## config.mk

```make
export PLATFORM = sky130hd
export DESIGN_NAME = reset_request_gen
export DESIGN_NICKNAME = d
export VERILOG_FILES = /design/src/rtl/reset_request_gen.sv
export SDC_FILE = /design/constraint.sdc
export NUM_CORES = 1
export LEC_CHECK = 0
export CAP_MARGIN = 5
export CELL_PAD_IN_SITES_DETAIL_PLACEMENT = 1
export CELL_PAD_IN_SITES_GLOBAL_PLACEMENT = 2
export CORE_ASPECT_RATIO = 2
export CORE_MARGIN = 3
export CORE_UTILIZATION = 36
export DETAILED_ROUTE_END_ITERATION = 8
export GPL_ROUTABILITY_DRIVEN = 0
export HOLD_SLACK_MARGIN = 0.02
export MAX_ROUTING_LAYER = met4
export PLACE_DENSITY = 0.84
export SYNTH_ARGS = -nofsm -noshare
export SYNTH_HDL_FRONTEND = slang
export SYNTH_SLANG_ARGS = --single-unit
```

## constraint.sdc

```tcl
create_clock -name clk -period 4.3 [get_ports clk]
set_clock_uncertainty 0.2 [all_clocks]
set_input_delay 0.86 -clock clk [delete_from_list [all_inputs] [get_ports clk]]
set_output_delay 0.86 -clock clk [all_outputs]
set_load 0.03 [all_outputs]
```

## src/rtl/reset_request_gen.sv

```systemverilog
// Collects edge-detected, maskable reset requests and issues rate-limited single-cycle
// pulses plus a stretched local reset. Requests seen while busy merge into one follow-up pulse.
module reset_request_gen #(
    parameter int NSRC           = 4,
    parameter int HOLD_CYCLES    = 16,
    parameter int HOLDOFF_CYCLES = 64
) (
    input  logic            clk,
    input  logic            rstn,
    input  logic [NSRC-1:0] req,
    input  logic [NSRC-1:0] mask,
    output logic            pulse_out,
    output logic            rst_local,
    output logic            busy,
    output logic [NSRC-1:0] cause,
    output logic [7:0]      pulse_count
);

    localparam int MAXC = (HOLD_CYCLES > HOLDOFF_CYCLES) ? HOLD_CYCLES : HOLDOFF_CYCLES;
    localparam int CW   = (MAXC > 1) ? $clog2(MAXC) : 1;
    localparam logic [CW-1:0] HOLD_LOAD    = CW'(HOLD_CYCLES - 1);
    localparam logic [CW-1:0] HOLDOFF_LOAD = CW'(HOLDOFF_CYCLES - 1);

    typedef enum logic [1:0] {IDLE, PULSE, HOLD, HOLDOFF} state_t;

    state_t          state_q, state_d;
    logic [NSRC-1:0] req_q, req_qq;
    logic [NSRC-1:0] pending_q, pending_d;
    logic [NSRC-1:0] cause_q, cause_d;
    logic [7:0]      count_q, count_d;
    logic [CW-1:0]   cnt_q, cnt_d;
    logic            pulse_out_q, pulse_out_d;
    logic            rst_local_q, rst_local_d;
    logic            busy_q, busy_d;
    logic [NSRC-1:0] req_edge;
    logic [NSRC-1:0] merged;

    always_comb begin
        req_edge    = req_q & ~req_qq & ~mask;
        merged      = pending_q | req_edge;
        state_d     = state_q;
        pending_d   = pending_q;
        cause_d     = cause_q;
        count_d     = count_q;
        cnt_d       = cnt_q;
        // Outputs are registered images of the current state, one cycle behind it.
        pulse_out_d = (state_q == PULSE);
        rst_local_d = (state_q == PULSE) || (state_q == HOLD);
        busy_d      = (state_q != IDLE);

        case (state_q)
            IDLE: begin
                if (|req_edge) begin
                    cause_d = req_edge;
                    state_d = PULSE;
                end
            end
            PULSE: begin
                pending_d = merged;
                if (count_q != 8'hFF) count_d = count_q + 8'd1;
                if (HOLD_CYCLES == 1) begin
                    cnt_d   = HOLDOFF_LOAD;
                    state_d = HOLDOFF;
                end else begin
                    cnt_d   = HOLD_LOAD;
                    state_d = HOLD;
                end
            end
            HOLD: begin
                pending_d = merged;
                // PULSE already supplied one rst_local cycle, so HOLD leaves one count early.
                if (cnt_q == CW'(1)) begin
                    cnt_d   = HOLDOFF_LOAD;
                    state_d = HOLDOFF;
                end else begin
                    cnt_d = cnt_q - CW'(1);
                end
            end
            HOLDOFF: begin
                if (cnt_q == '0) begin
                    pending_d = '0;
                    if (|merged) begin
                        cause_d = merged;
                        state_d = PULSE;
                    end else begin
                        state_d = IDLE;
                    end
                end else begin
                    pending_d = merged;
                    cnt_d     = cnt_q - CW'(1);
                end
            end
            default: state_d = IDLE;
        endcase
    end

    always_ff @(posedge clk or negedge rstn) begin
        if (!rstn) begin
            state_q     <= IDLE;
            req_q       <= '0;
            req_qq      <= '0;
            pending_q   <= '0;
            cause_q     <= '0;
            count_q     <= '0;
            cnt_q       <= '0;
            pulse_out_q <= 1'b0;
            rst_local_q <= 1'b0;
            busy_q      <= 1'b0;
        end else begin
            state_q     <= state_d;
            req_q       <= req;
            req_qq      <= req_q;
            pending_q   <= pending_d;
            cause_q     <= cause_d;
            count_q     <= count_d;
            cnt_q       <= cnt_d;
            pulse_out_q <= pulse_out_d;
            rst_local_q <= rst_local_d;
            busy_q      <= busy_d;
        end
    end

    assign pulse_out   = pulse_out_q;
    assign rst_local   = rst_local_q;
    assign busy        = busy_q;
    assign cause       = cause_q;
    assign pulse_count = count_q;

endmodule
```

## After elaboration in Yosys (flattened, before gate mapping)

Cells that the tools add are included.

- Flip-flop bits (word level): 35
- Input bits: 10
- Output and inout bits: 15
- Word-level logic and storage cells: 55

- Add/subtract/negate cells: 2
- Equality and inequality tests: 10
- Muxes and demuxes: 14
- Bitwise logic cells: 5
- Reductions and logical operators: 14

Operator list:

| kind | number |
|---|---|
| case mux 6 bit (3 select lines) | 1 |
| 2-to-1 mux 4 bit | 4 |
| case mux 4 bit (2 select lines) | 2 |
| 2-to-1 mux 6 bit | 2 |
| adder 8 x 1 -> 8 bit (second input constant) | 1 |
| AND 4 bit | 2 |
| != test 2 bit (second input constant) | 4 |
| != test 8 bit (second input constant) | 1 |
| NOT 4 bit | 2 |
| case mux 2 bit (4 select lines) | 1 |
| OR reduction 4 bit | 2 |
| == test 6 x 1 -> 1 bit (second input constant) | 1 |
| logical NOT 6 bit | 1 |
| 2-to-1 mux 2 bit | 3 |
| nonzero test 2 bit | 3 |
| subtractor 6 x 1 -> 6 bit (second input constant) | 1 |
| == test 2 bit (second input constant) | 2 |
| OR 4 bit | 1 |
| AND reduction 2 bit | 2 |
| AND reduction 4 bit | 1 |
| AND reduction 3 bit | 1 |
| nonzero test 3 bit | 1 |
| == test 2 x 1 -> 1 bit (second input constant) | 1 |
| logical NOT 2 bit | 1 |
| 4 further kinds | 4 |

## Depth between registers and ports, before layout

- Word-level depth: 8
- Mapped depth: 7
- Depth with buffers taken out: 7

## Least setup slack after synthesis

OpenSTA, ideal clock, no wires.

- Kind: input -> register
- From: input mask[0]
- To: register state_q[0]
- Library setup time: 0.133 ns
- Arrival time: 1.852 ns
- Data required time: 3.967 ns
- Setup slack: 2.115 ns
- Cell stages on the path: 5
- Path buffers: 0
- Cell sequence: nor3b_1 > or4_4 > o221a_4 > o21ai_0 > a32oi_1

- Cells in the longest elaborated chain, start to end: 7
- Elaborated cells between the ends (all ways): 10
- Those cells by class: 1 x eq/ne; 3 x mux; 3 x bitwise; 3 x reduce/logical

Ends and longest elaborated chain:

| what | RTL line | source |
|---|---|---|
| from (decl) | 11 | `input logic [NSRC-1:0] mask,` |
| NOT 4 bit * | 39 | `req_edge = req_q & ~req_qq & ~mask;` |
| AND 4 bit * | 39 |  |
| OR 4 bit | 40 | `merged = pending_q \| req_edge;` |
| OR reduction 4 bit | 82 | `if (\|merged) begin` |
| 2-to-1 mux 1 bit | 82 |  |
| 2-to-1 mux 2 bit | 80 | `if (cnt_q == '0) begin` |
| case mux 2 bit (4 select lines) | 51 | `case (state_q)` |
| to (signal assigned) | 110 | `state_q <= state_d;` |
| to (decl) | 26 | `state_t state_q, state_d;` |

Mark *: on every way between the ends. The rest lies on a longest branch, timed or not. The select of a mux whose other input is x is not followed.
A chain may end at the register's enable or synchronous reset.

## Worst setup path in the final report

- From: register count_q[7], in the netlist pulse_count[7]
- To: output pulse_count[7]

RTL lines:

| what | RTL line | source |
|---|---|---|
| from (decl) | 30 | `logic [7:0] count_q, count_d;` |
| from (signal assigned) | 115 | `count_q <= count_d;` |
| to (decl) | 16 | `output logic [7:0] pulse_count` |

No word-level cell between the ends.

==> impl_metrics.csv <==
group,metric,value,unit
setup_path,crit_slowest_cell,"clkdlybuf4s50_1",
route,drc_errors,0,
clock_tree,clock_sinks,35,
hold_path,min-delay-start,"req_q[1]",
route,vias,1227,
route,wl_met3,132,um
power_and_ir_drop,p_per_area,714,nW/um2
clock_tree,clock_latency,290,ps
setup_path,critPathBufInv,1,
setup_path,end_kind,"output port",
setup_path,cp-start-kind,"flop",
clock_tree,h-tree-depth,2,
route,wl_met1,1300,um
route,routed_wl,3640,um
layout,areaGrowthSynthToFinish,27.1,%
sta,final.setup.tns,0,ps
global_route,gr-total-overflow,0,
layout,final_util,48.0,%
global_route,grt_pass1_wl,6300,um
sta,finalSetupViolCount,0,
sta,slew_headroom,61.2,%
setup_path,slowest_delay,700,ps
placement,pre_cts_ws,1540,ps
clock_tree,clockBufferDepth,2,
clock_tree,cts_tree,"built",
synth,synth_area,1580,um2
power_and_ir_drop,p_int,0.865,mW
hold_path,hold_depth,0,
route,dr_wl_met2,2130,um
clock_tree,cts-resized-gates,0,
synth,synth_warnings,0,
synth,ys_seq_area_share,55.6,%
route,wl_per_cell,15.9,um
die,die_area,5260,um2
power_and_ir_drop,p_leak,0.845,nW
synth,ys_seq_elements,35,
power_and_ir_drop,p_total,1.43,mW
sta,rsz0062_at_grt,"false",
run,drv_cap,0,
sta,tightest_slew,577,ps
placement,placedCellCount,221,
hold_path,worstHoldEndpoint,"req_qq[1]",
hold_path,hp-class,"flop to flop",
global_route,grt_max_degree,36,
setup_path,r2r_slack,2090,ps
sta,postLayoutSetupSlackWorst,1810,ps
synth,async_reset_ff_share,100,%
setup_path,crit-reg2reg-launch,"cnt_q[0]",
route,via_per_inst,5.36,
setup_path,path_cells,"clkdlybuf4s50_1",
sta,finalHoldViolations,0,
sta,slew_viol_final,0,
power_and_ir_drop,net-switching-power,0.565,mW
power_and_ir_drop,clkPwrFrac,21.3,%
synth,synth_flop_cell,"dfrtp_1",
placement,hpwl,2810,um
layout,drive_gt1_share,7.91,%
route,first_iter_violations,18,
setup_path,arrival,1430,ps
layout,final_area,2000,um2
clock_tree,clk_pin_slew_worst_paths,70,ps
sta,fmax,402,MHz
route,ant_nets,0,
clock_tree,cts_root_buffer,"clkbuf_8",
clock_tree,postCtsHoldBufs,0,
placement,numPortBuffers,24,
die,io_pins,25,
clock_tree,cts_setup_buffers,0,
die,die_h,99.6,um
setup_path,rr_worst_depth,7,
die,die-width,52.8,um
clock_tree,numCtsBuffers,5,
die,rows,33,
sta,whs,174,ps
synth,synth_cell_types,36,
layout,nNetsFinal,194,
setup_path,required,3240,ps
status,run_status,"completed",
power_and_ir_drop,p_sw_share,39.5,%
placement,dpl-instance-area,1890,um2
sta,fin_crit,2490,ps
setup_path,worstSetupPathType,"flop to output port",
power_and_ir_drop,pwr-share-comb,44.2,%
synth,synth_fp_nets,163,
route,routed.top_layer,"met4",
power_and_ir_drop,seqPwrFrac,34.4,%
power_and_ir_drop,ir_drop,0.365,mV
route,dr.pass1.iters,4,
setup_path,cp_top_family,"buffers and inverters",
layout,instances_no_fill,229,
layout,fillers,468,
synth,syn_area_per_cell,10.9,um2
die,core_area,4170,um2
setup_path,reg2reg_to,"cnt_q[4]",
layout,final_common_cell,"dfrtp_1",
synth,synth_edf_count,0,
sta,post-route-period-util,57.9,%
die,start_util,37.8,%
setup_path,cp_max_fo,5,
layout,layout_common_cells,"dfrtp_1, clkdlybuf4s50_1, a21oi_1",
global_route,grt_antenna_before_repair,0,
synth,syn_inst,145,
global_route,grtUsageTotal,16.5,%
layout,antennaDiodeCount,0,
global_route,grt_pass1_vias,1402,
==> sequential cells by signal, indices dropped and copies added, names as in the netlist, 2 cells and up <==
signal / flops
pending_q: 4
req_q: 4
state_q: 2
req_qq: 4
pulse_count: 8
cause: 4
cnt_q: 6
==> worst register-to-register path: stages, from the launching register on <==
cell	delay [ps]
dfrtp_1	430
inv_1	80
ha_1	210
nor3b_1	390
and3_1	340
or2_2	170
o21ai_0	80
a22o_1	200
==> Yosys cell counts, types with 2 or more instances <==
cell type / n / area (um2)
o21ai_0: 5 / 25.0
a31oi_1: 2 / 12.5
xnor2_1: 3 / 26.3
ha_1: 8 / 100
nor3b_1: 5 / 37.5
xor2_1: 2 / 17.5
and2_1: 2 / 12.5
a21oi_1: 16 / 80.1
inv_1: 12 / 45.0
or3_1: 3 / 18.8
nand3_1: 3 / 15.0
nand4_1: 2 / 12.5
a22o_1: 2 / 17.5
nand2_1: 3 / 11.3
nor3_1: 3 / 15.0
nor2_1: 14 / 52.6
and3_1: 4 / 25.0
dfrtp_1: 35 / 876
mux2i_1: 4 / 40.0
==> worst max path at each step <==
stage	depth (start not counted)	startpoint	slack, ps	end
final	1	pulse_count[7]	1810	pulse_count[7]
after global routing	5	mask[0]	1760	state_q[1]
after CTS	1	pulse_count[7]	1790	pulse_count[7]
after detailed placement	6	mask[0]	1540	state_q[0]
after global placement	6	mask[0]	1590	cause[3]
after floorplan	5	mask[0]	2120	state_q[0]
==> power groups by stage <==
stage	sequential (mW)	combinational, mW	clock (mW)
after floorplan	0.602	0.296	0
after global placement	0.491	0.614	0
after detailed placement	0.501	0.641	0
after CTS	0.494	0.647	0.313
after global routing	0.506	0.702	0.325
final	0.492	0.632	0.305
==> cells by family after synthesis <==
logic type | after synthesis | share of synthesized area, %
compound gates | 32 | 12.6
xor+xnor | 5 | 2.78
fa+ha+maj | 8 | 6.35
buf+inv | 14 | 3.33
flops | 35 | 55.6
mux | 5 | 3.25
simple gates | 46 | 16.1
==> routing by layer <==
layer / vias to the layer above / global-route usage (%)
met5: - / -
met4: 0 / 7.09
met3: 5 / 3.60
met2: 28 / 29.2
met1: 623 / 16.5
li1: 571 / -
==> final cells by class <==
class                      instances  area [um2]  area share [%]
clock buffer                       6        82.6            4.12
clock inverter                     2        35.0            1.75
inverter                          13        48.8            2.44
multi-input combinational         96         648            32.4
sequential                        35         876            43.7
tap                               52        65.1            3.25
timing repair buffer              25         248            12.4
No activity file was read; power rests on OpenSTA's default activity.
